`config.mk`:
```
export PLATFORM = sky130hd
export DESIGN_NAME = psum_collector
export DESIGN_NICKNAME = d
export VERILOG_FILES = /design/src/rtl/psum_collector.sv
export SDC_FILE = /design/constraint.sdc
export NUM_CORES = 1
export LEC_CHECK = 0
export ABC_CLOCK_PERIOD_IN_PS = 7150
export CORE_MARGIN = 1
export CORE_UTILIZATION = 51
export DETAILED_ROUTE_END_ITERATION = 8
export PLACE_DENSITY = 0.77
export SLEW_MARGIN = 20
export SYNTH_ARGS = -nofsm -noshare
export SYNTH_HDL_FRONTEND = slang
export SYNTH_SLANG_ARGS = --single-unit
```
`constraint.sdc`:
```
create_clock -name CLK -period 7.15 [get_ports CLK]
set_input_delay 1.43 -clock CLK [delete_from_list [all_inputs] [get_ports CLK]]
set_output_delay 1.43 -clock CLK [all_outputs]
set_load 0.01 [all_outputs]
```
`src/rtl/psum_collector.sv`:
```
// ---------------------------------------------------------------------------
// psum_collector
//
// Sink at the bottom edge of the systolic PE array. The bottom row emits its
// psums skewed in time: column j of a row appears j cycles after column 0.
// This block re-aligns every row, queues complete rows in a small
// first-word-fall-through FIFO, and hands them to the writeback logic on a
// valid/ready stream.
//
// Ports
//   CLK       in   1                clock, rising edge
//   RST       in   1                synchronous reset, active-low
//   ColValid  in   1                column-0 psum of a new row valid this cycle
//   PsumIn    in   COLS*2*WIDTH     bottom-row psums, col j at [j*2W +: 2W]
//   OutReady  in   1                downstream accepts OutData
//   OutValid  out  1                OutData holds a complete aligned row
//   OutData   out  COLS*2*WIDTH     aligned row, col 0 at LSBs
//   Count     out  $clog2(DEPTH)+1  rows currently held in the FIFO
//   Full      out  1                Count == DEPTH
//   Overflow  out  1                sticky: a completed row was dropped
//
// Handshake: a row transfers on every rising edge where OutValid && OutReady.
// OutValid never depends on OutReady, and once OutValid is high OutData holds
// its value until that transfer happens. The array side has no backpressure:
// an aligned row that arrives while the FIFO is full and nothing is popped
// on that edge is dropped and Overflow is set until the next reset.
// ---------------------------------------------------------------------------
module psum_collector #(
    parameter int WIDTH = 8,
    parameter int COLS  = 4,
    parameter int DEPTH = 4
) (
    input  logic                        CLK,
    input  logic                        RST,
    input  logic                        ColValid,
    input  logic [COLS*2*WIDTH-1:0]     PsumIn,
    input  logic                        OutReady,
    output logic                        OutValid,
    output logic [COLS*2*WIDTH-1:0]     OutData,
    output logic [$clog2(DEPTH):0]      Count,
    output logic                        Full,
    output logic                        Overflow
);

    localparam int PW = 2 * WIDTH;          // one psum
    localparam int RW = COLS * PW;          // one row
    localparam int AW = $clog2(DEPTH);      // FIFO pointer width
    localparam logic [AW:0] FULL_CNT = (AW + 1)'(DEPTH);

    // -----------------------------------------------------------------------
    // De-skew
    // -----------------------------------------------------------------------
    // ColValid travels down a COLS-1 stage chain; its last stage is high on
    // the cycle in which the final column of the marked row is on PsumIn.
    logic [COLS-2:0] vchain;
    logic            aligned_valid;
    logic [RW-1:0]   aligned_row;

    always_ff @(posedge CLK) begin
        if (!RST) begin
            vchain <= '0;
        end else begin
            vchain[0] <= ColValid;
            for (int k = 1; k < COLS - 1; k++) begin
                vchain[k] <= vchain[k-1];
            end
        end
    end

    assign aligned_valid = vchain[COLS-2];

    // Column j arrives j cycles late, so it only needs COLS-1-j stages of
    // delay to line up with the last column. The last column needs none and
    // is taken straight from the input.
    for (genvar j = 0; j < COLS - 1; j++) begin : g_col
        localparam int N = COLS - 1 - j;
        logic [PW-1:0] sr [N];

        always_ff @(posedge CLK) begin
            if (!RST) begin
                for (int k = 0; k < N; k++) begin
                    sr[k] <= '0;
                end
            end else begin
                sr[0] <= PsumIn[j*PW +: PW];
                for (int k = 1; k < N; k++) begin
                    sr[k] <= sr[k-1];
                end
            end
        end

        assign aligned_row[j*PW +: PW] = sr[N-1];
    end

    assign aligned_row[(COLS-1)*PW +: PW] = PsumIn[(COLS-1)*PW +: PW];

    // -----------------------------------------------------------------------
    // Output FIFO (first-word-fall-through)
    // -----------------------------------------------------------------------
    logic [RW-1:0] mem [DEPTH];
    logic [AW-1:0] wr_ptr;
    logic [AW-1:0] rd_ptr;
    logic [AW:0]   count_q;
    logic          overflow_q;
    logic          full;
    logic          pop;
    logic          push_ok;
    logic          drop;

    assign full    = (count_q == FULL_CNT);
    assign pop     = OutValid && OutReady;
    // When full, a pop on the same edge frees the slot being written: with a
    // full FIFO wr_ptr equals rd_ptr, and that head row leaves on this edge.
    assign push_ok = aligned_valid && (!full || pop);
    assign drop    = aligned_valid && full && !pop;

    always_ff @(posedge CLK) begin
        if (!RST) begin
            wr_ptr     <= '0;
            rd_ptr     <= '0;
            count_q    <= '0;
            overflow_q <= 1'b0;
            // Storage is cleared so OutData reads 0 straight after reset.
            for (int k = 0; k < DEPTH; k++) begin
                mem[k] <= '0;
            end
        end else begin
            if (push_ok) begin
                mem[wr_ptr] <= aligned_row;
                wr_ptr      <= wr_ptr + 1'b1;
            end
            if (pop) begin
                rd_ptr <= rd_ptr + 1'b1;
            end
            if (push_ok && !pop) begin
                count_q <= count_q + 1'b1;
            end else if (pop && !push_ok) begin
                count_q <= count_q - 1'b1;
            end
            if (drop) begin
                overflow_q <= 1'b1;
            end
        end
    end

    assign OutValid = (count_q != '0);
    assign OutData  = mem[rd_ptr];
    assign Count    = count_q;
    assign Full     = full;
    assign Overflow = overflow_q;

endmodule

```
==> load_flow_metrics.sql, run 1 <==
INSERT INTO impl_metrics (metric_group, metric, value, unit) VALUES
('drt', 'post_drt_wl_per_cell', '18.3', 'um'),
('cts', 'cts_buffer_count', '36', ''),
('power', 'combPwrFrac', '16.2', '%'),
('power', 'total_leakage_power', '0.00617', 'uW'),
('critical_path', 'critical_path_class', 'register to output port', ''),
('drt', 'via_per_inst', '5.03', ''),
('critical_path', 'element_type_at_the_critical_path_start', 'register', ''),
('hold_path', 'hold_path.class', 'register to register', ''),
('global_routing', 'grt_overflow_total', '0', ''),
('critical_path', 'worst-r2r-setup-slack', '4350', 'ps'),
('floorplan', 'fp.coreArea', '27100', 'um^2'),
('cts', 'path_clk_slew', '60', 'ps'),
('critical_path', 'arrival', '3140', 'ps'),
('floorplan', 'die_w', '169', 'um'),
('timing', 'slew-limit-headroom', '29.8', '%'),
('global_routing', 'vias_in_the_first_global_route', '7551', ''),
('cts', 'postCtsHoldBufs', '0', ''),
('timing', 'fin_crit_sh', '63.9', '%'),
('timing', 'worstMarginPinSlew', '1050', 'ps'),
('cts', 'cts_root_buf', 'sky130_fd_sc_hd__clkbuf_16', ''),
('floorplan', 'num_rows', '60', ''),
('yosys', 'synth_area_per_cell', '16.0', 'um^2'),
('yosys', 'synth_cell_type_count', '33', ''),
('global_routing', 'grt_pass1_wl', '41300', 'um'),
('power', 'power.clock.fraction', '34.6', '%'),
('timing', 'timing.final.max_slew_violations', '0', ''),
('yosys', 'yosysSeqAreaShare', '69.7', '%'),
('yosys', 'synthesis.yosys.warnings', '0', ''),
('power', 'power_frac_seq', '49.2', '%'),
('floorplan', 'initial_utilization', '52.3', '%'),
('timing', 'finClkSkew', '20.5', 'ps'),
('outcome', 'status', 'finished, final reports clean', ''),
('global_routing', 'grt_util_all_layers', '19.1', '%'),
('drt', 'detail_route.iter0.violations', '556', ''),
('place', 'routabilityCongestion', '0.747', ''),
('cells_and_area', 'final_net_count', '1083', ''),
('critical_path', 'timing.critical_path.fanout_max', '33', ''),
('timing', 'finalSetupTns', '0', 'ps'),
('power', 'sw_share', '23.1', '%'),
('cells_and_area', 'n_antenna_cell', '0', ''),
('cells_and_area', 'cell_area_after_layout', '16900', 'um^2'),
('drt', 'first_pass_iters', '4', ''),
('power', 'switching_power', '1160', 'uW'),
('drt', 'drtAntennaViolNets', '0', ''),
('global_routing', 'pin_count_of_the_biggest_net_entering_global_routing', '118', ''),
('cts', 'ctsLongestPathBuffers', '3', ''),
('timing', 'achievable-frequency', '219', 'MHz'),
('cts', 'ctsHtreeMaxLevel', '2', ''),
('cells_and_area', 'synthToLayoutAreaGrowth', '19.6', '%'),
('cells_and_area', 'drive_above_1_share', '13.1', '%'),
('critical_path', 'endpoint_kind', 'output port', ''),
('cts', 'post-cts-setup-buffer-count', '0', ''),
('yosys', 'syn-cell-area', '14200', 'um^2'),
('global_routing', 'initial_antenna_violation_count', '0', ''),
('cells_and_area', 'layout.cells.most_common', 'sky130_fd_sc_hd__and2_1', ''),
('yosys', 'ys_ff_latch', '365', ''),
('floorplan', 'die_area', '28400', 'um^2'),
('cts', 'tritoncts', 'yes', ''),
('power', 'internal_power', '3870', 'uW'),
('cells_and_area', 'final_cell_mix', 'sky130_fd_sc_hd__and2_1 (360), sky130_fd_sc_hd__edfxtp_1 (256), sky130_fd_sc_hd__clkdlybuf4s50_1 (136), sky130_fd_sc_hd__dfxtp_1 (107), sky130_fd_sc_hd__mux4_2 (64)', ''),
('drt', 'drc', '0', ''),
('place', 'postPlaceCellArea', '15900', 'um^2'),
('flow_run', 'timing.max_cap.violations', '0', ''),
('yosys', 'ys_async_sr_fraction', '0', '%'),
('cts', 'clock_insertion_delay_worst_skew', '510', 'ps'),
('cts', 'post_cts_resized', '0', ''),
('place', 'buffer_ports.inserted', '137', ''),
('critical_path', 'worstPathRequired', '5720', 'ps'),
('power', 'power.density', '297', 'nW/um^2'),
('floorplan', 'floorplan.die.height', '169', 'um'),
('place', 'hpwlAfterDp', '14300', 'um');
[per-stage QoR]
stage | worst slack [ps] | cells | hold WS [ps] | total power (uW)
after detailed placement | 2830 | 1347 | 417 | 3360
after CTS | 2460 | 1411 | 428 | 5090
after global placement | 2850 | 1347 | 414 | 3340
after global routing | 2350 | 1411 | 437 | 5230
after floorplan | 98.3 | 883 | 412 | 2960
final | 2580 | 1411 | 426 | 5030
[cells by family after synthesis]
logic type,count (synthesis),share of synthesized area [%]
buffers and inverters,58,2.03
XOR/XNOR,4,0.247
flip-flops,365,69.7
AND/OR/NAND/NOR,377,17.0
AO/OA/AOI/OAI,12,0.530
multiplexers,65,10.2
adder cells (fa/ha/maj),2,0.230
[final timing paths]
| kind | from | endpoint | cells past startpoint |
|---|---|---|---|
| worst min register to register | g_col[1].sr[0][6] | g_col[1].sr[0][22] | 1 |
| worst min-delay path | g_col[1].sr[0][6] | g_col[1].sr[0][22] | 1 |
| worst max-delay path | register | OutData[13] | 3 |
| worst max register to register | Count[0] | mem[2][33] | 4 |
[synth_stat cells, types with 2 or more instances]
master / number / area, um^2
sky130_fd_sc_hd__nor2b_1: 2 / 12.5
sky130_fd_sc_hd__or3_1: 2 / 12.5
sky130_fd_sc_hd__buf_2: 14 / 70.1
sky130_fd_sc_hd__inv_1: 5 / 18.8
sky130_fd_sc_hd__dfxtp_1: 109 / 2180
sky130_fd_sc_hd__nand2b_1: 2 / 12.5
sky130_fd_sc_hd__nor4b_4: 2 / 47.6
sky130_fd_sc_hd__clkbuf_1: 32 / 120
sky130_fd_sc_hd__xnor2_1: 3 / 26.3
sky130_fd_sc_hd__mux4_2: 64 / 1440
sky130_fd_sc_hd__and2_1: 360 / 2250
sky130_fd_sc_hd__o21ai_0: 6 / 30.0
sky130_fd_sc_hd__buf_6: 7 / 78.8
sky130_fd_sc_hd__edfxtp_1: 256 / 7690
[critical path, stage by stage (launching register included)]
cell                              delay (ps)
sky130_fd_sc_hd__dfxtp_4                 810
sky130_fd_sc_hd__buf_4                   660
sky130_fd_sc_hd__mux4_2                  630
sky130_fd_sc_hd__clkdlybuf4s50_1         500
[power groups by stage]
| stage | Clock, uW | Sequential [uW] | Combinational [uW] |
|---|---|---|---|
| 6_report | 1740 | 2470 | 815 |
| 5_1_grt | 1860 | 2500 | 868 |
| 4_1_cts | 1780 | 2480 | 834 |
| 3_5_place_dp | 0 | 2530 | 831 |
| 3_3_place_gp | 0 | 2520 | 824 |
| 2_1_floorplan | 0 | 2440 | 514 |
[registers in the layout (all words and copies together) (netlist names), named ones only]
register  cells
mem         256
g_col.sr     96
Count         3
vchain        3
rd_ptr        2
wr_ptr        2
Overflow      1
[metal layers]
layer | global-route usage [%] | part of all wire (%)
met4 | 5.49 | 1.9
met5 | 0 | 0
met1 | 25.2 | 43
met2 | 32.8 | 50
met3 | 3.09 | 4.7
[area by class of cell]
type / count / area (um^2)
Clock buffer: 57 / 1050
Clock inverter: 7 / 33.8
Fill cell: 2015 / 10200
Inverter: 5 / 18.8
Multi-Input combinational cell: 460 / 4060
Sequential cell: 365 / 9880
Tap cell: 372 / 465
Timing Repair Buffer: 145 / 1430
(Power assumes the default switching activity.)
==> run 2: changes to the inputs <==
--- a/config.mk
+++ b/config.mk
@@ -5,7 +5,7 @@
 export SDC_FILE = /design/constraint.sdc
 export NUM_CORES = 1
 export LEC_CHECK = 0
-export ABC_CLOCK_PERIOD_IN_PS = 7150
+export ABC_CLOCK_PERIOD_IN_PS = 3900
 export CORE_MARGIN = 1
 export CORE_UTILIZATION = 51
 export DETAILED_ROUTE_END_ITERATION = 8
==> constraint.sdc (replaced) <==
create_clock -name CLK -period 3.9 [get_ports CLK]
set_input_delay 0.78 -clock CLK [delete_from_list [all_inputs] [get_ports CLK]]
set_output_delay 0.78 -clock CLK [all_outputs]
set_load 0.01 [all_outputs]
==> run 2 against run 1 <==
Compared with the run above:
- critical path depth unchanged
- clock-buffer cell count is 7 lower
- non-clock buffer count rose by 3
- register-to-register slack lost 2800 ps
- routed wire length decreased by 0.80%
- via count is 1.2% higher
- cell count is 0.43% higher
- power is 88% higher
- setup slack lost 1900 ps
- clock skew is 7.8 ps lower
- cell area increased by 1.1%
- worst hold slack worse by 5.1 ps
==> load_flow_metrics.sql, run 2 (synthesis gave the netlist of run 1 again) <==
INSERT INTO impl_metrics (metric_group, metric, value, unit) VALUES
('timing', 'timing.final.max_slew_violations', '0', ''),
('timing', 'finalHoldViolations', '0', ''),
('place', 'hpwlAfterDp', '13500', 'um'),
('cells_and_area', 'fin_cells', '1417', ''),
('cts', 'ctsLongestPathBuffers', '3', ''),
('global_routing', 'grt_overflow_total', '0', ''),
('cells_and_area', 'synthToLayoutAreaGrowth', '20.9', '%'),
('cells_and_area', 'final_net_count', '1087', ''),
('cells_and_area', 'n_antenna_cell', '0', ''),
('place', 'routabilityCongestion', '0.718', ''),
('global_routing', 'grt_util_all_layers', '18.7', '%'),
('timing', 'timing.hold.ws', '421', 'ps'),
('cts', 'postCtsHoldBufs', '0', ''),
('flow_run', 'timing.max_cap.violations', '0', ''),
('critical_path', 'critical_path.max_stage_delay', '570', 'ps'),
('cts', 'path_clk_slew', '60', 'ps'),
('power', 'power.ir.vdd_worst', '0.351', 'mV'),
('cells_and_area', 'largestRegisters', 'mem: 256 flops, g_col.sr: 96 flops', ''),
('cts', 'tritoncts_num_sinks', '365', ''),
('global_routing', 'pin_count_of_the_biggest_net_entering_global_routing', '93', ''),
('cells_and_area', 'layout.cells.most_common', 'sky130_fd_sc_hd__and2_1', ''),
('cells_and_area', 'final_cell_mix', 'sky130_fd_sc_hd__and2_1 (360), sky130_fd_sc_hd__edfxtp_1 (256), sky130_fd_sc_hd__clkdlybuf4s50_1 (136), sky130_fd_sc_hd__dfxtp_1 (107), sky130_fd_sc_hd__mux4_2 (64)', ''),
('floorplan', 'num_rows', '60', ''),
('timing', 'finClkSkew', '12.8', 'ps'),
('drt', 'totalWireLength', '25700', 'um'),
('timing', 'worstMarginPinSlew', '715', 'ps'),
('cts', 'post-cts-setup-buffer-count', '0', ''),
('drt', 'via_per_inst', '5.07', ''),
('global_routing', 'grt_pass1_wl', '40700', 'um'),
('critical_path', 'element_type_at_the_critical_path_start', 'register', ''),
('critical_path', 'worstPathRequired', '3120', 'ps'),
('critical_path', 'kind_of_cell_adding_the_most_delay_to_the_critical_path', 'buffers and inverters', ''),
('floorplan', 'die_w', '169', 'um'),
('critical_path', 'worst-r2r-setup-slack', '1500', 'ps'),
('critical_path', 'critical_path_class', 'register to output port', ''),
('timing', 'fin_crit', '3260', 'ps'),
('power', 'total_leakage_power', '0.00624', 'uW'),
('critical_path', 'critical_path.cell_chain', 'buf_12, mux4_2, clkdlybuf4s50_1', ''),
('timing', 'achievable-frequency', '307', 'MHz'),
('cells_and_area', 'max_flop_register', 'mem', ''),
('cts', 'cts_root_buf', 'sky130_fd_sc_hd__clkbuf_16', ''),
('floorplan', 'floorplan.die.height', '169', 'um'),
('floorplan', 'fp.coreArea', '27100', 'um^2'),
('cts', 'tritoncts', 'yes', ''),
('cells_and_area', 'largest_register_ffs', '256', ''),
('drt', 'post_drt_wl_per_cell', '18.1', 'um'),
('cts', 'cts_buffer_count', '37', ''),
('cells_and_area', 'drive_above_1_share', '13.2', '%'),
('critical_path', 'critical_path.n_buffers_inverters', '2', ''),
('outcome', 'status', 'finished, final reports clean', ''),
('critical_path', 'worst_path_max_delay_cell', 'sky130_fd_sc_hd__mux4_2', ''),
('cts', 'clock_insertion_delay_worst_skew', '510', 'ps'),
('timing', 'setup-violations-final', '0', ''),
('power', 'power.density', '552', 'nW/um^2'),
('drt', 'detail_route.iter0.violations', '449', ''),
('drt', 'first_pass_iters', '4', ''),
('floorplan', 'die_area', '28400', 'um^2'),
('floorplan', 'initial_utilization', '52.3', '%'),
('timing', 'grt_setup_unrepaired', 'false', ''),
('critical_path', 'timing.critical_path.fanout_max', '64', ''),
('critical_path', 'arrival', '2480', 'ps'),
('place', 'buffer_ports.inserted', '137', ''),
('global_routing', 'vias_in_the_first_global_route', '7555', ''),
('cts', 'post_cts_resized', '0', ''),
('drt', 'drc', '0', ''),
('floorplan', 'ioPinCount', '138', ''),
('global_routing', 'initial_antenna_violation_count', '0', ''),
('cts', 'ctsHtreeMaxLevel', '2', ''),
('critical_path', 'endpoint_kind', 'output port', ''),
('timing', 'slew-limit-headroom', '52.3', '%'),
('place', 'dp.cells', '1350', ''),
('drt', 'drtAntennaViolNets', '0', ''),
('timing', 'fin_crit_sh', '83.5', '%'),
('hold_path', 'hold_path.class', 'register to register', ''),
('drt', 'dr_total_vias', '7184', '');
-- run 2: cell types whose count changed in the layout (fill, tap and decap cells not counted), sizes merged --
| cell | delta |
|---|---|
| inv | +3 |
| buf | +3 |
| clkbuf | -7 |
| clkinv | +4 |
| bufinv | +3 |
-- run 2: final timing paths --
check | start | to | cells after the start
max | register | OutData[21] | 3
min | g_col[0].sr[0][24] | g_col[0].sr[0][40] | 1
max reg2reg | Count[1] | Count[2] | 9
min reg2reg | g_col[0].sr[0][24] | g_col[0].sr[0][40] | 1
-- run 2: per-stage QoR --
step | utilization [%] | setup TNS (ps) | setup WS (ps) | area [um^2] | total power (uW)
6_report | 63.2 | 0 | 643 | 17100 | 9450
5_1_grt | 63.2 | 0 | 519 | 17100 | 9790
4_1_cts | 63.2 | 0 | 599 | 17100 | 9570
3_5_place_dp | 58.9 | 0 | 635 | 16000 | 6170
3_3_place_gp | 58.9 | 0 | 721 | 16000 | 6150
2_1_floorplan | - | -59640 | -466 | 14200 | 5410
-- run 2: where the power goes --
part	switching [uW]	total, uW	internal (uW)
logic	692	1640	948
registers	108	4420	4310
clock network	1380	3390	2010
total	2180	9450	7270
-- run 2: worst reg2reg max path, delay by kind of cell (launching register included) --
kind                     cells  cell delay, ps
AND/OR/NAND/NOR              3            1120
flip-flops                   1             420
AO/OA/AOI/OAI                1             160
buffers and inverters        2             150
XOR/XNOR                     1              80
adder cells (fa/ha/maj)      2             400
-- run 2: metal layers --
layer	vias to the layer above	track usage (%)	part of all wire [%]
met2	190	32.8	50
met1	3564	24.5	42
met4	0	4.82	1.8
met5	-	0	0
li1	3398	-	-
met3	32	3.06	6.0
-- run 2: layout make-up --
type / count / area, um^2
Fill cell: 1999 / 9970
Sequential cell: 365 / 9880
Multi-Input combinational cell: 460 / 4060
Timing Repair Buffer: 148 / 1540
Clock buffer: 50 / 1000
Tap cell: 372 / 465
Clock inverter: 17 / 163
Inverter: 5 / 18.8
